`src/rtl/q_channel_pwr_ctrl.sv`:
```
// q_channel_pwr_ctrl
//   Power controller for NUM_CH Q-channel low-power channels that share one
//   clock gate. After IDLE_CYCLES consecutive all-idle cycles, or on a
//   software request, it lowers every qreqn and waits for all qacceptn. It
//   then gates the channel clock. A wakeup (wake_i, a pending wake, or any
//   qactive) ungates the clock and completes the exit handshake.
//
// Ports
//   clk            in   1       single clock for the block
//   reset          in   1       asynchronous active-high reset
//   wake_i         in   1       wakeup request (level)
//   sw_sleep_req_i in   1       software sleep request (level, sampled in RUN)
//   qactive_i      in   NUM_CH  per-channel qactive
//   qacceptn_i     in   NUM_CH  per-channel qacceptn
//   qreqn_o        out  NUM_CH  per-channel qreqn, all bits equal
//   clk_en_o       out  1       channel clock-gate enable
//   pwr_state_o    out  2       0=RUN 1=REQ 2=STOPPED 3=EXIT
//   sleep_done_o   out  1       1-cycle pulse on entry to STOPPED
//   wake_done_o    out  1       1-cycle pulse on EXIT->RUN
module q_channel_pwr_ctrl #(
  parameter int NUM_CH      = 2,
  parameter int IDLE_CYCLES = 16,
  parameter int CNT_W       = 5
) (
  input  logic              clk,
  input  logic              reset,
  input  logic              wake_i,
  input  logic              sw_sleep_req_i,
  input  logic [NUM_CH-1:0] qactive_i,
  input  logic [NUM_CH-1:0] qacceptn_i,
  output logic [NUM_CH-1:0] qreqn_o,
  output logic              clk_en_o,
  output logic [1:0]        pwr_state_o,
  output logic              sleep_done_o,
  output logic              wake_done_o
);

  typedef enum logic [1:0] {
    RUN     = 2'd0,
    REQ     = 2'd1,
    STOPPED = 2'd2,
    EXIT    = 2'd3
  } pwr_state_t;

  localparam int              IDLE_LAST_I = (IDLE_CYCLES == 0) ? 0 : IDLE_CYCLES - 1;
  localparam logic [CNT_W-1:0] IDLE_MAX   = CNT_W'(IDLE_CYCLES);
  localparam logic [CNT_W-1:0] IDLE_LAST  = CNT_W'(IDLE_LAST_I);
  localparam logic             AUTO_EN    = (IDLE_CYCLES != 0);

  pwr_state_t       state;
  pwr_state_t       next_state;
  logic [CNT_W-1:0] idle_cnt;
  logic             wake_pend;

  logic any_act;
  logic all_acc;
  logic all_rel;
  logic idle_hit;

  assign any_act  = |qactive_i;
  assign all_acc  = &(~qacceptn_i);
  assign all_rel  = &qacceptn_i;
  // The IDLE_CYCLES-th consecutive idle cycle is the one where the counter
  // already holds IDLE_CYCLES-1 and this cycle is idle as well.
  assign idle_hit = AUTO_EN && !any_act && (idle_cnt == IDLE_LAST);

  // State register plus the small amount of state that lives beside it.
  always_ff @(posedge clk or posedge reset) begin
    if (reset) begin
      state        <= RUN;
      idle_cnt     <= '0;
      wake_pend    <= 1'b0;
      sleep_done_o <= 1'b0;
      wake_done_o  <= 1'b0;
    end else begin
      state <= next_state;

      if (state == RUN && next_state == RUN) begin
        if (wake_i || any_act)
          idle_cnt <= '0;
        else if (idle_cnt != IDLE_MAX)
          idle_cnt <= idle_cnt + 1'b1;
      end else begin
        idle_cnt <= '0;
      end

      if (state == REQ && wake_i)
        wake_pend <= 1'b1;
      else if (state == STOPPED && next_state == EXIT)
        wake_pend <= 1'b0;

      sleep_done_o <= (state != STOPPED) && (next_state == STOPPED);
      wake_done_o  <= (state == EXIT) && (next_state == RUN);
    end
  end

  // Next-state logic. wake_i blocks both sleep causes; REQ cannot be aborted.
  always_comb begin
    next_state = state;
    case (state)
      RUN:     if (!wake_i && (sw_sleep_req_i || idle_hit)) next_state = REQ;
      REQ:     if (all_acc) next_state = STOPPED;
      STOPPED: if (wake_i || wake_pend || any_act) next_state = EXIT;
      EXIT:    if (all_rel) next_state = RUN;
      default: next_state = RUN;
    endcase
  end

  // Outputs decoded from the state register only.
  always_comb begin
    qreqn_o     = '1;
    clk_en_o    = 1'b1;
    pwr_state_o = state;
    case (state)
      REQ:     qreqn_o = '0;
      STOPPED: begin
        qreqn_o  = '0;
        clk_en_o = 1'b0;
      end
      default: ;
    endcase
  end

endmodule

```
`config.mk`:
```
export PLATFORM = sky130hd
export DESIGN_NAME = q_channel_pwr_ctrl
export DESIGN_NICKNAME = d
export VERILOG_FILES = /design/src/rtl/q_channel_pwr_ctrl.sv
export SDC_FILE = /design/constraint.sdc
export NUM_CORES = 1
export LEC_CHECK = 0
export ABC_CLOCK_PERIOD_IN_PS = 2900
export CORE_MARGIN = 8
export CORE_UTILIZATION = 52
export DETAILED_ROUTE_END_ITERATION = 6
export GPL_TIMING_DRIVEN = 0
export PLACE_DENSITY_LB_ADDON = 0.15
export SKIP_CTS_REPAIR_TIMING = 1
export SLEW_MARGIN = 20
export SYNTH_ARGS = -nofsm -noshare
export SYNTH_HDL_FRONTEND = slang
export SYNTH_SLANG_ARGS = --single-unit
```
`constraint.sdc`:
```
create_clock -name clk -period 2.9 [get_ports clk]
set_input_delay 0.58 -clock clk [delete_from_list [all_inputs] [get_ports clk]]
set_output_delay 0.58 -clock clk [all_outputs]
set_load 0.01 [all_outputs]
```
==> impl_metrics.env, run 1 <==
export IMPL_cp_common_cell="inv_1"
export IMPL_ctsLongestPathBuffers=2
export IMPL_gr_usage_met1_pct=11.6
export IMPL_yosysSeqAreaShare_pct=34.4
export IMPL_fin_skew_ns=0.00322
export IMPL_min_period_over_period_pct=84.3
export IMPL_instances_no_fill=103
export IMPL_grt_pass1_wl_microns=2470
export IMPL_fp_row_count=13
export IMPL_cts_tree="done"
export IMPL_cp_depth=5
export IMPL_die_width_microns=53.4
export IMPL_syn_area_sq_um=727
export IMPL_crit_path_end_kind="primary output"
export IMPL_hold_viol=0
export IMPL_syn_num_nets=85
export IMPL_avgRoutedWirePerCell_microns=13.4
export IMPL_reg2reg_to="idle_cnt[2]"
export IMPL_setup_viol=0
export IMPL_worstRegToRegCells=7
export IMPL_fmax_ghz=0.409
export IMPL_worstPathRequired_ns=2.32
export IMPL_grt_usage_pct=11.2
export IMPL_maxSlewViolCount=0
export IMPL_ys_async_sr_fraction_pct=100
export IMPL_fin_setup_tns_ns=0
export IMPL_fp_dieArea_sq_mm=0.00285
export IMPL_hpwlAfterDp_microns=1200
export IMPL_num_antenna_cells=0
export IMPL_synth_common_cells="inv_1, dfrtp_1, ha_1, nor2_1"
export IMPL_yosysMostFrequentCell="inv_1"
export IMPL_synth_seq_cells=10
export IMPL_met3_usage_pct=3.36
export IMPL_syn_avg_cell_area_sq_um=10.4
export IMPL_vias=563
export IMPL_grt_util_met2_pct=21.3
export IMPL_die_h_microns=53.4
export IMPL_critPathKind="register to primary output"
export IMPL_clock_sinks=10
export IMPL_finalCriticalPeriod_ns=2.45
export IMPL_synthCells=70
export IMPL_timing_rr_start="idle_cnt[0]"
export IMPL_synthDistinctLibCells=35
export IMPL_drc=0
export IMPL_wirelength_microns=1380
export IMPL_initial_utilization_pct=55.9
export IMPL_worst_pin_slew_ns=0.545
export IMPL_critPathSlowestCell="clkdlybuf4s50_1"
export IMPL_io_pins=15
export IMPL_startpoint="pwr_state_o[0]"
export IMPL_grt_max_degree=11
export IMPL_numCtsBuffers=3
export IMPL_hp_class="input port to asynchronous set/reset pin"
export IMPL_core_area_sq_mm=0.00130
export IMPL_drive_gt1_share_pct=19.3
export IMPL_firstDrtPassIters=2
export IMPL_drt_antenna_violating_nets=0
export IMPL_grt_antenna_before_repair=0
export IMPL_r2r_slack_ns=0.92
export IMPL_placed_cells=99
export IMPL_cp_num_buf_inv=4
export IMPL_max_stage_delay_ns=0.52
export IMPL_synth_largest_area_cell="dfrtp_1"
export IMPL_crit_path_start_kind="register"
export IMPL_crit_arrival_ns=1.87
export IMPL_powerDensity_mw_per_mm2=801
export IMPL_h_tree_depth=1
export IMPL_grt_overflow=0
export IMPL_synthTopCellsByArea="dfrtp_1, ha_1, inv_1"
export IMPL_grt_pass1_vias=607
export IMPL_cap_violations=0
export IMPL_crit_fanout=7
export IMPL_ys_warn_count=0
export IMPL_ctsRootBufferMaster="clkbuf_4"
export IMPL_outcome="finished, final reports clean"
export IMPL_grt_busiest_layer="met2"
export IMPL_path_clk_slew_ns=0.07
export IMPL_syn_to_final_growth_pct=26.9
export IMPL_synth_ff_type="dfrtp_1"
export IMPL_synth_edf_count=0
export IMPL_synth_top_cell_area_share_pct=34.4
export IMPL_leakage_nw=0.395
export IMPL_clock_latency_ns=0.25
export IMPL_ir_drop_v=0.000524
export IMPL_cp_endpoint="qreqn_o[1]"
export IMPL_maxSlewHeadroom_pct=63.5
export IMPL_nets=104
export IMPL_critical_path_top_delay_family="buffers and inverters"
export IMPL_crit_chain="inv_1, ha_1, inv_1, buf_4, clkdlybuf4s50_1"
export IMPL_port_buffers=14
export IMPL_drt_iter0_markers=4
export IMPL_viasPerCell=5.47
export IMPL_rsz0062_at_grt="false"
export IMPL_gp_congestion=0.809
-- layer usage --
layer / vias up / part of all wire, %
met2: 5 / 58
li1: 285 / -
met3: 2 / 2.1
met5: - / 0
met1: 271 / 40
met4: 0 / 0.51
-- where the power goes --
group	leakage (nW)	switching, mW	internal, mW
Sequential	0.131	0.0343	0.167
Combinational	0.243	0.211	0.207
Clock	0.0210	0.0438	0.0760
-- how the worst min path moves through the flow --
stage,start,to,slack (ns),cells after the start
detailed placement,wake_pend,wake_pend,0.59,2
global placement,idle_cnt[3],idle_cnt[3],0.56,2
floorplan,reset,idle_cnt[0],0.42,1
finish,reset,pwr_state_o[0],0.59,2
global route,reset,idle_cnt[0],0.61,2
CTS,reset,pwr_state_o[0],0.60,2
-- placed cells by master, fill, tap and decap left out, types with 2 or more instances in the layout --
cell type and instances:
nor2_1 7, o211ai_2 2, clkdlybuf4s50_1 14, ha_1 7, nor3_1 2, xnor2_1 2, clkbuf_4 3, inv_1 11
nand3_1 2, dfrtp_1 10
-- stage by stage --
stage | power [mW] | hold WS, ns | cell area (sq um) | setup slack, ns | util, %
2_1_floorplan | 0.465 | 0.420 | 727 | 1.08 | -
3_3_place_gp | 0.617 | 0.561 | 886 | 0.712 | 68.1
5_1_grt | 0.797 | 0.605 | 922 | 0.343 | 70.9
3_5_place_dp | 0.626 | 0.586 | 886 | 0.690 | 68.1
4_1_cts | 0.747 | 0.602 | 922 | 0.431 | 70.9
6_report | 0.739 | 0.591 | 922 | 0.454 | 70.9
-- state kept, by name, summed over array words and instances, names as in the netlist --
signal / flops
idle_cnt: 5
pwr_state_o: 2
sleep_done_o: 1
wake_done_o: 1
wake_pend: 1
-- kinds of logic after synthesis --
logic type,share of synthesized area (%)
buf+inv,7.92
flops,34.4
fa+ha+maj,12.0
simple gates,20.3
xor+xnor,3.62
mux,1.38
compound gates,20.3
-- area by class of cell --
cell class / count / area, sq um
Tap cell: 15 / 18.8
Multi-Input combinational cell: 46 / 419
Inverter: 12 / 45.0
Buffer: 2 / 12.5
Sequential cell: 10 / 250
Timing Repair Buffer: 14 / 140
Clock buffer: 4 / 36.3
Fill cell: 108 / 379
No activity file was read; power rests on OpenSTA's default activity.
==> inputs of run 2 (changes only) <==
--- a/config.mk
+++ b/config.mk
@@ -5,9 +5,9 @@
 export SDC_FILE = /design/constraint.sdc
 export NUM_CORES = 1
 export LEC_CHECK = 0
-export ABC_CLOCK_PERIOD_IN_PS = 2900
+export ABC_CLOCK_PERIOD_IN_PS = 2400
 export CORE_MARGIN = 8
-export CORE_UTILIZATION = 52
+export CORE_UTILIZATION = 49
 export DETAILED_ROUTE_END_ITERATION = 6
 export GPL_TIMING_DRIVEN = 0
 export PLACE_DENSITY_LB_ADDON = 0.15
==> constraint.sdc (replaced) <==
create_clock -name clk -period 2.4 [get_ports clk]
set_input_delay 0.48 -clock clk [delete_from_list [all_inputs] [get_ports clk]]
set_output_delay 0.48 -clock clk [all_outputs]
set_load 0.01 [all_outputs]
==> run 2 against run 1 <==
Core utilization is 8.2 points lower. Worst setup slack worse by 0.32 ns. Sequential power is 22% higher. Largest cell class unchanged. Largest power group unchanged.
==> impl_metrics.env, run 2 (same netlist as run 1, synthesis figures left out) <==
export IMPL_outcome="finished, final reports clean"
export IMPL_drt_antenna_violating_nets=0
export IMPL_drt_iter0_markers=8
export IMPL_cts_tree="done"
export IMPL_initial_utilization_pct=50.0
export IMPL_firstDrtPassIters=4
export IMPL_wirelength_microns=1530
export IMPL_fp_dieArea_sq_mm=0.00297
export IMPL_instances_no_fill=103
export IMPL_grt_usage_pct=11.4
export IMPL_final_cell_mix="clkdlybuf4s50_1, inv_1, dfrtp_1, nor2_1, ha_1"
export IMPL_viasPerCell=5.63
export IMPL_layout_commonest_cell="clkdlybuf4s50_1"
export IMPL_rsz0062_at_grt="false"
export IMPL_crit_fanout=5
export IMPL_clock_sinks=10
export IMPL_hp_class="input port to asynchronous set/reset pin"
export IMPL_vias=580
export IMPL_grt_pass1_vias=602
export IMPL_whs_ns=0.494
export IMPL_multi_input_area_sq_um=419
export IMPL_ir_drop_v=0.000608
export IMPL_grt_pass1_wl_microns=2530
export IMPL_avgRoutedWirePerCell_microns=14.8
export IMPL_placed_cells=100
export IMPL_critPathKind="register to primary output"
export IMPL_min_period_over_period_pct=94.3
export IMPL_cap_violations=0
export IMPL_finalCriticalPeriod_ns=2.26
export IMPL_nFillCells=134
export IMPL_io_pins=15
export IMPL_drive_gt1_share_pct=19.5
export IMPL_die_h_microns=54.5
export IMPL_numCtsBuffers=3
export IMPL_grt_antenna_before_repair=0
export IMPL_worst_pin_slew_ns=0.517
export IMPL_maxSlewViolCount=0
export IMPL_top_register="idle_cnt"
export IMPL_h_tree_depth=1
export IMPL_hold_viol=0
export IMPL_grt_max_degree=11
export IMPL_dp_slack_ns=0.300
export IMPL_crit_arrival_ns=1.78
export IMPL_fmax_ghz=0.442
export IMPL_gp_congestion=0.804
export IMPL_ctsRootBufferMaster="clkbuf_4"
export IMPL_fin_setup_tns_ns=0
export IMPL_nets=104
export IMPL_core_area_sq_mm=0.00145
export IMPL_setup_viol=0
export IMPL_ctsLongestPathBuffers=2
export IMPL_startpoint="pwr_state_o[1]"
export IMPL_worstPathRequired_ns=1.92
export IMPL_maxSlewHeadroom_pct=65.5
export IMPL_port_buffers=14
export IMPL_crit_path_start_kind="register"
export IMPL_timing_rr_start="idle_cnt[0]"
export IMPL_leakage_nw=0.387
export IMPL_largest_register_ffs=5
export IMPL_num_antenna_cells=0
export IMPL_die_width_microns=54.5
export IMPL_fin_skew_ns=0.00170
export IMPL_layout_setup_ws_ns=0.137
export IMPL_clock_latency_ns=0.25
export IMPL_hpwlAfterDp_microns=1260
export IMPL_drc=0
export IMPL_grt_overflow=0
export IMPL_syn_to_final_growth_pct=25.3
export IMPL_crit_path_end_kind="primary output"
export IMPL_seq_area_sq_um=251
export IMPL_fp_row_count=14
export IMPL_powerDensity_mw_per_mm2=947
export IMPL_path_clk_slew_ns=0.06
run 2: changes by cell type in the layout (fill, tap and decap cells not counted), sizes merged:
| cell | change |
|---|---|
| clkbuf | -1 |
run 2: area by class of cell:
class / count / share of cell area (%)
sequential: 10 / 27.6
multi-input combinational: 46 / 46.0
tap: 16 / 2.20
inverter: 12 / 4.95
buffer: 2 / 1.37
timing repair buffer: 14 / 15.4
clock buffer: 3 / 2.47
run 2: critical path: stages, from the launching register on:
cell and delay (ns):
dfrtp_1 0.43, inv_1 0.17, ha_1 0.25, inv_1 0.07, buf_4 0.10, clkdlybuf4s50_1 0.52
run 2: power breakdown:
part / total, mW / internal (mW) / switching (mW)
clock network: 0.102 / 0.0572 / 0.0449
registers: 0.246 / 0.205 / 0.0413
logic: 0.515 / 0.251 / 0.264
total: 0.863 / 0.513 / 0.350
run 2: routing by layer:
metal / GRT usage (%) / vias up / part of all wire [%]
li1: - / 288 / -
met1: 13.9 / 272 / 49
met2: 17.9 / 16 / 44
met3: 4.62 / 4 / 6.7
met4: 3.69 / 0 / 0.52
met5: 0 / - / 0
run 2: path summary, 6_finish.rpt:
path,endpoint,slack [ns],depth (start not counted)
hold reg to reg,wake_pend,0.59,2
hold / removal,wake_done_o,0.49,2
setup / recovery,qreqn_o[1],0.14,5
setup reg to reg,idle_cnt[2],0.40,7
min in group clk,wake_pend,0.59,2
max in group asynchronous,pwr_state_o[0],1.62,2
run 2: metrics by stage:
stage / total power [mW] / area, sq um / util, %
final: 0.863 / 911 / 62.7
after global routing: 0.929 / 911 / 62.7
after CTS: 0.866 / 910 / 62.6
after detailed placement: 0.758 / 887 / 61.0
after global placement: 0.745 / 887 / 61.0
after floorplan: 0.561 / 727 / -
==> inputs of run 3 (changes only) <==
--- a/config.mk
+++ b/config.mk
@@ -8,6 +8,7 @@
 export ABC_CLOCK_PERIOD_IN_PS = 2400
 export CORE_MARGIN = 8
 export CORE_UTILIZATION = 49
+export CTS_CLUSTER_SIZE = 25
 export DETAILED_ROUTE_END_ITERATION = 6
 export GPL_TIMING_DRIVEN = 0
 export PLACE_DENSITY_LB_ADDON = 0.15
==> results of run 3 <==
Final layout, timing and power as in run 2 (identical DEF).
